===== config.mk =====
export PLATFORM = sky130hd
export DESIGN_NAME = matrix_result_unloader
export DESIGN_NICKNAME = d
export VERILOG_FILES = /design/src/rtl/matrix_result_unloader.sv
export SDC_FILE = /design/constraint.sdc
export NUM_CORES = 1
export LEC_CHECK = 0
export BUFFER_PORTS_ARGS = -buffer_cell sky130_fd_sc_hd__buf_2
export CELL_PAD_IN_SITES_DETAIL_PLACEMENT = 2
export CELL_PAD_IN_SITES_GLOBAL_PLACEMENT = 2
export CORE_MARGIN = 2
export CORE_UTILIZATION = 28
export CTS_CLUSTER_SIZE = 16
export DETAILED_ROUTE_END_ITERATION = 7
export GPL_TIMING_DRIVEN = 0
export PLACE_DENSITY = 0.49
export SETUP_SLACK_MARGIN = 0.2
export SYNTH_ARGS = -nofsm -noshare
export SYNTH_HDL_FRONTEND = slang
export SYNTH_SLANG_ARGS = --single-unit

===== constraint.sdc =====
create_clock -name clk_fast -period 10.35 [get_ports clk_fast]
set_clock_uncertainty 0.05 [all_clocks]
set_input_delay 0.5175 -clock clk_fast [delete_from_list [all_inputs] [get_ports clk_fast]]
set_output_delay 0.5175 -clock clk_fast [all_outputs]
set_load 0.05 [all_outputs]

===== src/rtl/matrix_result_unloader.sv =====
// matrix_result_unloader
// Captures real/imaginary accumulator pairs from the complex dot-product
// datapath, buffers DIM*DIM entries in row-major order, then drains them
// over a valid/ready stream.
module matrix_result_unloader #(
    parameter int ANCHOPALABRA = 32,
    parameter int DIM          = 3
) (
    input  logic                            clk_fast,
    input  logic                            rst,
    input  logic                            clear,
    input  logic                            flagR,
    input  logic                            flagI,
    input  logic [ANCHOPALABRA-1:0]         accR,
    input  logic [ANCHOPALABRA-1:0]         accI,
    input  logic                            out_ready,
    output logic                            out_valid,
    output logic [ANCHOPALABRA-1:0]         out_dataR,
    output logic [ANCHOPALABRA-1:0]         out_dataI,
    output logic [$clog2(DIM*DIM)-1:0]      out_addr,
    output logic [$clog2(DIM*DIM):0]        count,
    output logic                            done,
    output logic                            err
);

    localparam int N  = DIM * DIM;
    localparam int AW = $clog2(N);
    localparam int CW = AW + 1;

    localparam logic [AW-1:0] LAST_ADDR = AW'(N - 1);
    localparam logic [CW-1:0] LAST_CNT  = CW'(N - 1);

    localparam logic [1:0] S_COLLECT = 2'd0;
    localparam logic [1:0] S_DRAIN   = 2'd1;
    localparam logic [1:0] S_DONE    = 2'd2;

    logic [1:0]    r_state;
    logic          r_pendR;
    logic          r_pendI;
    logic [CW-1:0] r_count;
    logic [AW-1:0] r_rd_ptr;
    logic          r_err;

    logic signed [ANCHOPALABRA-1:0] r_holdR;
    logic signed [ANCHOPALABRA-1:0] r_holdI;
    logic signed [ANCHOPALABRA-1:0] r_bufR [0:N-1];
    logic signed [ANCHOPALABRA-1:0] r_bufI [0:N-1];

    logic                           w_collect;
    logic                           w_commit;
    logic                           w_loadR;
    logic                           w_loadI;
    logic                           w_dropR;
    logic                           w_dropI;
    logic                           w_any_flag;
    logic [AW-1:0]                  w_wr_ptr;
    logic signed [ANCHOPALABRA-1:0] w_newR;
    logic signed [ANCHOPALABRA-1:0] w_newI;

    // Flags are only acted on while collecting; clear and reset discard them.
    assign w_collect  = rst & ~clear & (r_state == S_COLLECT);
    // A pair completes once both halves are either pending or arriving now.
    assign w_commit   = w_collect & (r_pendR | flagR) & (r_pendI | flagI);
    assign w_loadR    = w_collect & flagR & ~r_pendR & ~w_commit;
    assign w_loadI    = w_collect & flagI & ~r_pendI & ~w_commit;
    // A second flag for an already-pending half without its partner is lost.
    assign w_dropR    = w_collect & flagR & r_pendR & ~w_commit;
    assign w_dropI    = w_collect & flagI & r_pendI & ~w_commit;
    assign w_any_flag = flagR | flagI;
    // The write pointer always equals the number of committed entries.
    assign w_wr_ptr   = r_count[AW-1:0];
    assign w_newR     = flagR ? accR : r_holdR;
    assign w_newI     = flagI ? accI : r_holdI;

    // Output mux: entries are only visible while draining, zero otherwise.
    assign out_valid = (r_state == S_DRAIN);
    assign out_dataR = out_valid ? r_bufR[r_rd_ptr] : '0;
    assign out_dataI = out_valid ? r_bufI[r_rd_ptr] : '0;
    assign out_addr  = out_valid ? r_rd_ptr : '0;
    assign count     = r_count;
    assign done      = (r_state == S_DONE);
    assign err       = r_err;

    // Control: collection/drain sequencing, pending halves and sticky error.
    always_ff @(posedge clk_fast or negedge rst) begin
        if (!rst) begin
            r_state  <= S_COLLECT;
            r_pendR  <= 1'b0;
            r_pendI  <= 1'b0;
            r_count  <= '0;
            r_rd_ptr <= '0;
            r_err    <= 1'b0;
        end else if (clear) begin
            r_state  <= S_COLLECT;
            r_pendR  <= 1'b0;
            r_pendI  <= 1'b0;
            r_count  <= '0;
            r_rd_ptr <= '0;
            r_err    <= 1'b0;
        end else begin
            case (r_state)
                S_COLLECT: begin
                    if (w_commit) begin
                        r_pendR <= 1'b0;
                        r_pendI <= 1'b0;
                        r_count <= r_count + CW'(1);
                        if (r_count == LAST_CNT) begin
                            r_state  <= S_DRAIN;
                            r_rd_ptr <= '0;
                        end
                    end else begin
                        if (w_loadR) r_pendR <= 1'b1;
                        if (w_loadI) r_pendI <= 1'b1;
                        if (w_dropR | w_dropI) r_err <= 1'b1;
                    end
                end
                S_DRAIN: begin
                    if (w_any_flag) r_err <= 1'b1;
                    if (out_ready) begin
                        if (r_rd_ptr == LAST_ADDR) r_state <= S_DONE;
                        else r_rd_ptr <= r_rd_ptr + AW'(1);
                    end
                end
                S_DONE: begin
                    if (w_any_flag) r_err <= 1'b1;
                end
                default: r_state <= S_COLLECT;
            endcase
        end
    end

    // Data: hold registers for lone halves and the result buffer (never cleared).
    always_ff @(posedge clk_fast) begin
        if (w_loadR) r_holdR <= accR;
        if (w_loadI) r_holdI <= accI;
        if (w_commit) begin
            r_bufR[w_wr_ptr] <= w_newR;
            r_bufI[w_wr_ptr] <= w_newI;
        end
    end

endmodule


==> flow_metrics.env <==
export IMPL_postSynthCellCount=1212
export IMPL_netlist_area_um2=25200
export IMPL_power_total_mw=6.59
export IMPL_synthTopCellsByArea="edfxtp_1, mux4_2, mux2_2, o22ai_1, dfrtp_1"
export IMPL_fp_coreArea_um2=89600
export IMPL_overflow=0
export IMPL_swShare_pct=27.5
export IMPL_async_reset_ff_share_pct=2.14
export IMPL_worst_pin_slew_ns=1.11
export IMPL_firstDrtPassIters=5
export IMPL_p_int_mw=4.78
export IMPL_clock_tree_buffer_depth=3
export IMPL_hold_class="input port to flop"
export IMPL_synth_edf_count=640
export IMPL_irDropWorstVdd_mv=0.104
export IMPL_setup_worst_path_class="flop to output port"
export IMPL_grtUsageTotal_pct=15.3
export IMPL_setup_ws_ns=5.50
export IMPL_endpoint_kind="output port"
export IMPL_dpl_instance_area_um2=28100
export IMPL_clk_pin_slew_worst_paths_ns=0.06
export IMPL_post_cts_buffers=0
export IMPL_vias=12800
export IMPL_p_sw_mw=1.81
export IMPL_p_seq_share_pct=45.1
export IMPL_io_pins=146
export IMPL_grt_pass1_wl_um=103000
export IMPL_crit_chain="inv_1, ha_1, clkbuf_1, clkbuf_1, clkbuf_1, o21ai_0, nor2_1, buf_2"
export IMPL_synth_nets=1291
export IMPL_hpwl_um=45500
export IMPL_cp_data_required_time_ns=9.78
export IMPL_max_stage_delay_ns=0.74
export IMPL_avgSynthCellArea_um2=20.8
export IMPL_cts_tree="built"
export IMPL_timing_critical_path_mode_cell="clkbuf_1"
export IMPL_holdWs_ns=0.0421
export IMPL_min_period_over_period_pct=46.8
export IMPL_stdcell_area_um2=30700
export IMPL_finalWeightedCongestion=0.674
export IMPL_drc=0
export IMPL_synth_ff_type="edfxtp_1"
export IMPL_syn_to_final_growth_pct=21.8
export IMPL_portBuffers=145
export IMPL_p_comb_share_pct=15.6
export IMPL_wl_per_cell_um=25.4
export IMPL_drt_iter0_markers=742
export IMPL_startpoint_type="flop"
export IMPL_num_nets_final=1599
export IMPL_cts_sinks=654
export IMPL_die_y_um=304
export IMPL_grt_pass1_vias=14600
export IMPL_setup_viol=0
export IMPL_placementRows=110
export IMPL_clockPowerShare_pct=39.3
export IMPL_yosysWarningCount=0
export IMPL_worstPathMaxFanout=10
export IMPL_power_density_nw_per_um2=215
export IMPL_cpMaxStageDelayCell="clkbuf_1"
export IMPL_rsz0062_at_grt="no"
export IMPL_slew_viol_final=0
export IMPL_post_synth_top_area_cell="edfxtp_1"
export IMPL_fin_crit_ns=4.85
export IMPL_synth_seq_cells=654
export IMPL_fmax_mhz=206
export IMPL_grt_max_degree=43
export IMPL_antenna_found_initial=1
export IMPL_cts_buffers=76
export IMPL_layout_drive_gt1_share_pct=35.0
export IMPL_num_fill_cells=8768
export IMPL_cts_max_level=3
export IMPL_cp_arrival_ns=4.28
export IMPL_hold_violations=0
export IMPL_seq_area_frac_synth_pct=77.6
export IMPL_wl_um=70100
export IMPL_status="finished clean"
export IMPL_die_w_um=304
export IMPL_p_leak_nw=9.99
export IMPL_dieArea_um2=92400
export IMPL_post_synth_top_area_fraction_pct=76.2
export IMPL_place_ws_ns=6.05
export IMPL_via_per_inst=4.66
export IMPL_insertion_delay_ns=0.62
export IMPL_synth_cell_types=46
export IMPL_drv_cap=0
export IMPL_initial_core_util_pct=28.1
export IMPL_ant_nets=0
export IMPL_max_slew_margin_pct=26.1
export IMPL_cts_root_buf="clkbuf_16"
state kept, by name (all words and copies together) (netlist names):
register	flops
count	5
r_bufI	288
r_rd_ptr	4
r_holdR	32
r_state	2
r_holdI	32
r_pendI	1
r_pendR	1
err	1
r_bufR	288
layout make-up:
class	count	area, µm²	area share [%]
Clock inverter	35	332	1.08
Antenna cell	1	2.50	0.00815
Sequential cell	654	19600	63.7
Inverter	10	37.5	0.122
Buffer	71	377	1.23
Clock buffer	102	2040	6.65
Timing Repair Buffer	230	1590	5.16
Multi-Input combinational cell	477	5290	17.2
Tap cell	1176	1470	4.79
critical path: cells and delay by family, from the launching register on:
| kind | cells | cell delay [ns] |
|---|---|---|
| fa+ha+maj | 1 | 0.21 |
| compound gates | 1 | 0.18 |
| flops | 1 | 0.45 |
| buf+inv | 5 | 2.48 |
| simple gates | 1 | 0.32 |
metrics by stage:
step / std cells / util (%) / TNS [ns]
finish: 2756 / 34.3 / 0
floorplan: 1212 / - / 0
CTS: 2755 / 34.3 / 0
global route: 2755 / 34.3 / 0
detailed placement: 2596 / 31.4 / 0
global placement: 2533 / 30.6 / -1897.88
cell usage after synthesis (all sizes together), types with 2 or more instances:
cell / count
nor4b: 4
nor2: 74
nor3: 2
o22ai: 64
and2: 4
nand3: 5
ha: 9
o22a: 2
a31oi: 5
mux4: 128
o31ai: 3
a21o: 3
dfrtp: 14
nand2b: 2
edfxtp: 640
and3: 6
clkbuf: 29
inv: 10
nand3b: 2
o21ai: 67
mux2i: 4
a21oi: 3
nand2: 7
nor3b: 4
buf: 42
mux2: 64
per-layer routing:
layer | vias up | routed length, µm | track usage [%]
met4 | 2 | 1550 | 3.98
met2 | 224 | 36000 | 27.0
met5 | - | 9 | 0
li1 | 5642 | - | -
met3 | 115 | 2520 | 2.88
met1 | 6861 | 30000 | 19.2
logic make-up (layout without fill, tap and decap cells):
| kind of cell | after synthesis | after routing | share of synthesized area [%] |
|---|---|---|---|
| AOI/OAI and AO/OA | 155 | 155 | 3.64 |
| buffers and inverters | 81 | 448 | 1.64 |
| DFF | 654 | 654 | 77.6 |
| adders and majority gates | 9 | 9 | 0.447 |
| and+or+nand+nor | 117 | 117 | 2.18 |
| other | 0 | 1 | 0 |
| muxes | 196 | 196 | 14.5 |
final timing paths:
check	start	cells past startpoint	slack (ns)	end
max	r_state[1]	8	5.50	out_dataI[30]
min reg2reg	err	2	0.48	err
max in group asynchronous	rst	2	9.54	r_rd_ptr[2]
max reg2reg	r_state[1]	12	6.66	r_bufR[3][28]
min	accI[27]	1	0.04	r_holdI[27]
min in group asynchronous	rst	2	0.34	count[4]
cell usage in the layout (no fill, tap or decap), types with 6 or more instances in the layout:
| cell type | Yosys | final |
|---|---|---|
| edfxtp_1 | 640 | 640 |
| buf_2 | 28 | 173 |
| mux4_2 | 128 | 128 |
| clkbuf_16 | 0 | 77 |
| nor2_1 | 74 | 73 |
| o21ai_0 | 65 | 65 |
| o22ai_1 | 64 | 64 |
| mux2_2 | 64 | 64 |
| clkbuf_1 | 29 | 52 |
| buf_4 | 0 | 44 |
| dlygate4sd3_1 | 0 | 22 |
| buf_6 | 10 | 21 |
| dfrtp_1 | 14 | 14 |
| clkinv_1 | 0 | 13 |
| clkinv_2 | 0 | 11 |
| inv_1 | 9 | 9 |
| ha_1 | 9 | 9 |
| nand2_1 | 6 | 6 |
power groups by stage:
stage	logic, mW	clock network (mW)	registers (mW)
finish	1.03	2.59	2.97
global route	1.11	2.77	2.98
CTS	1.06	2.67	2.97
global placement	1.02	0	3.04
floorplan	0.704	0	3.04
detailed placement	1.05	0	3.03
repair_timing:
action	4_1_cts	5_1_grt
gates resized for setup	0	0
endpoints found under the hold margin	35	0
hold buffers	22	0
(Power assumes the default switching activity.)
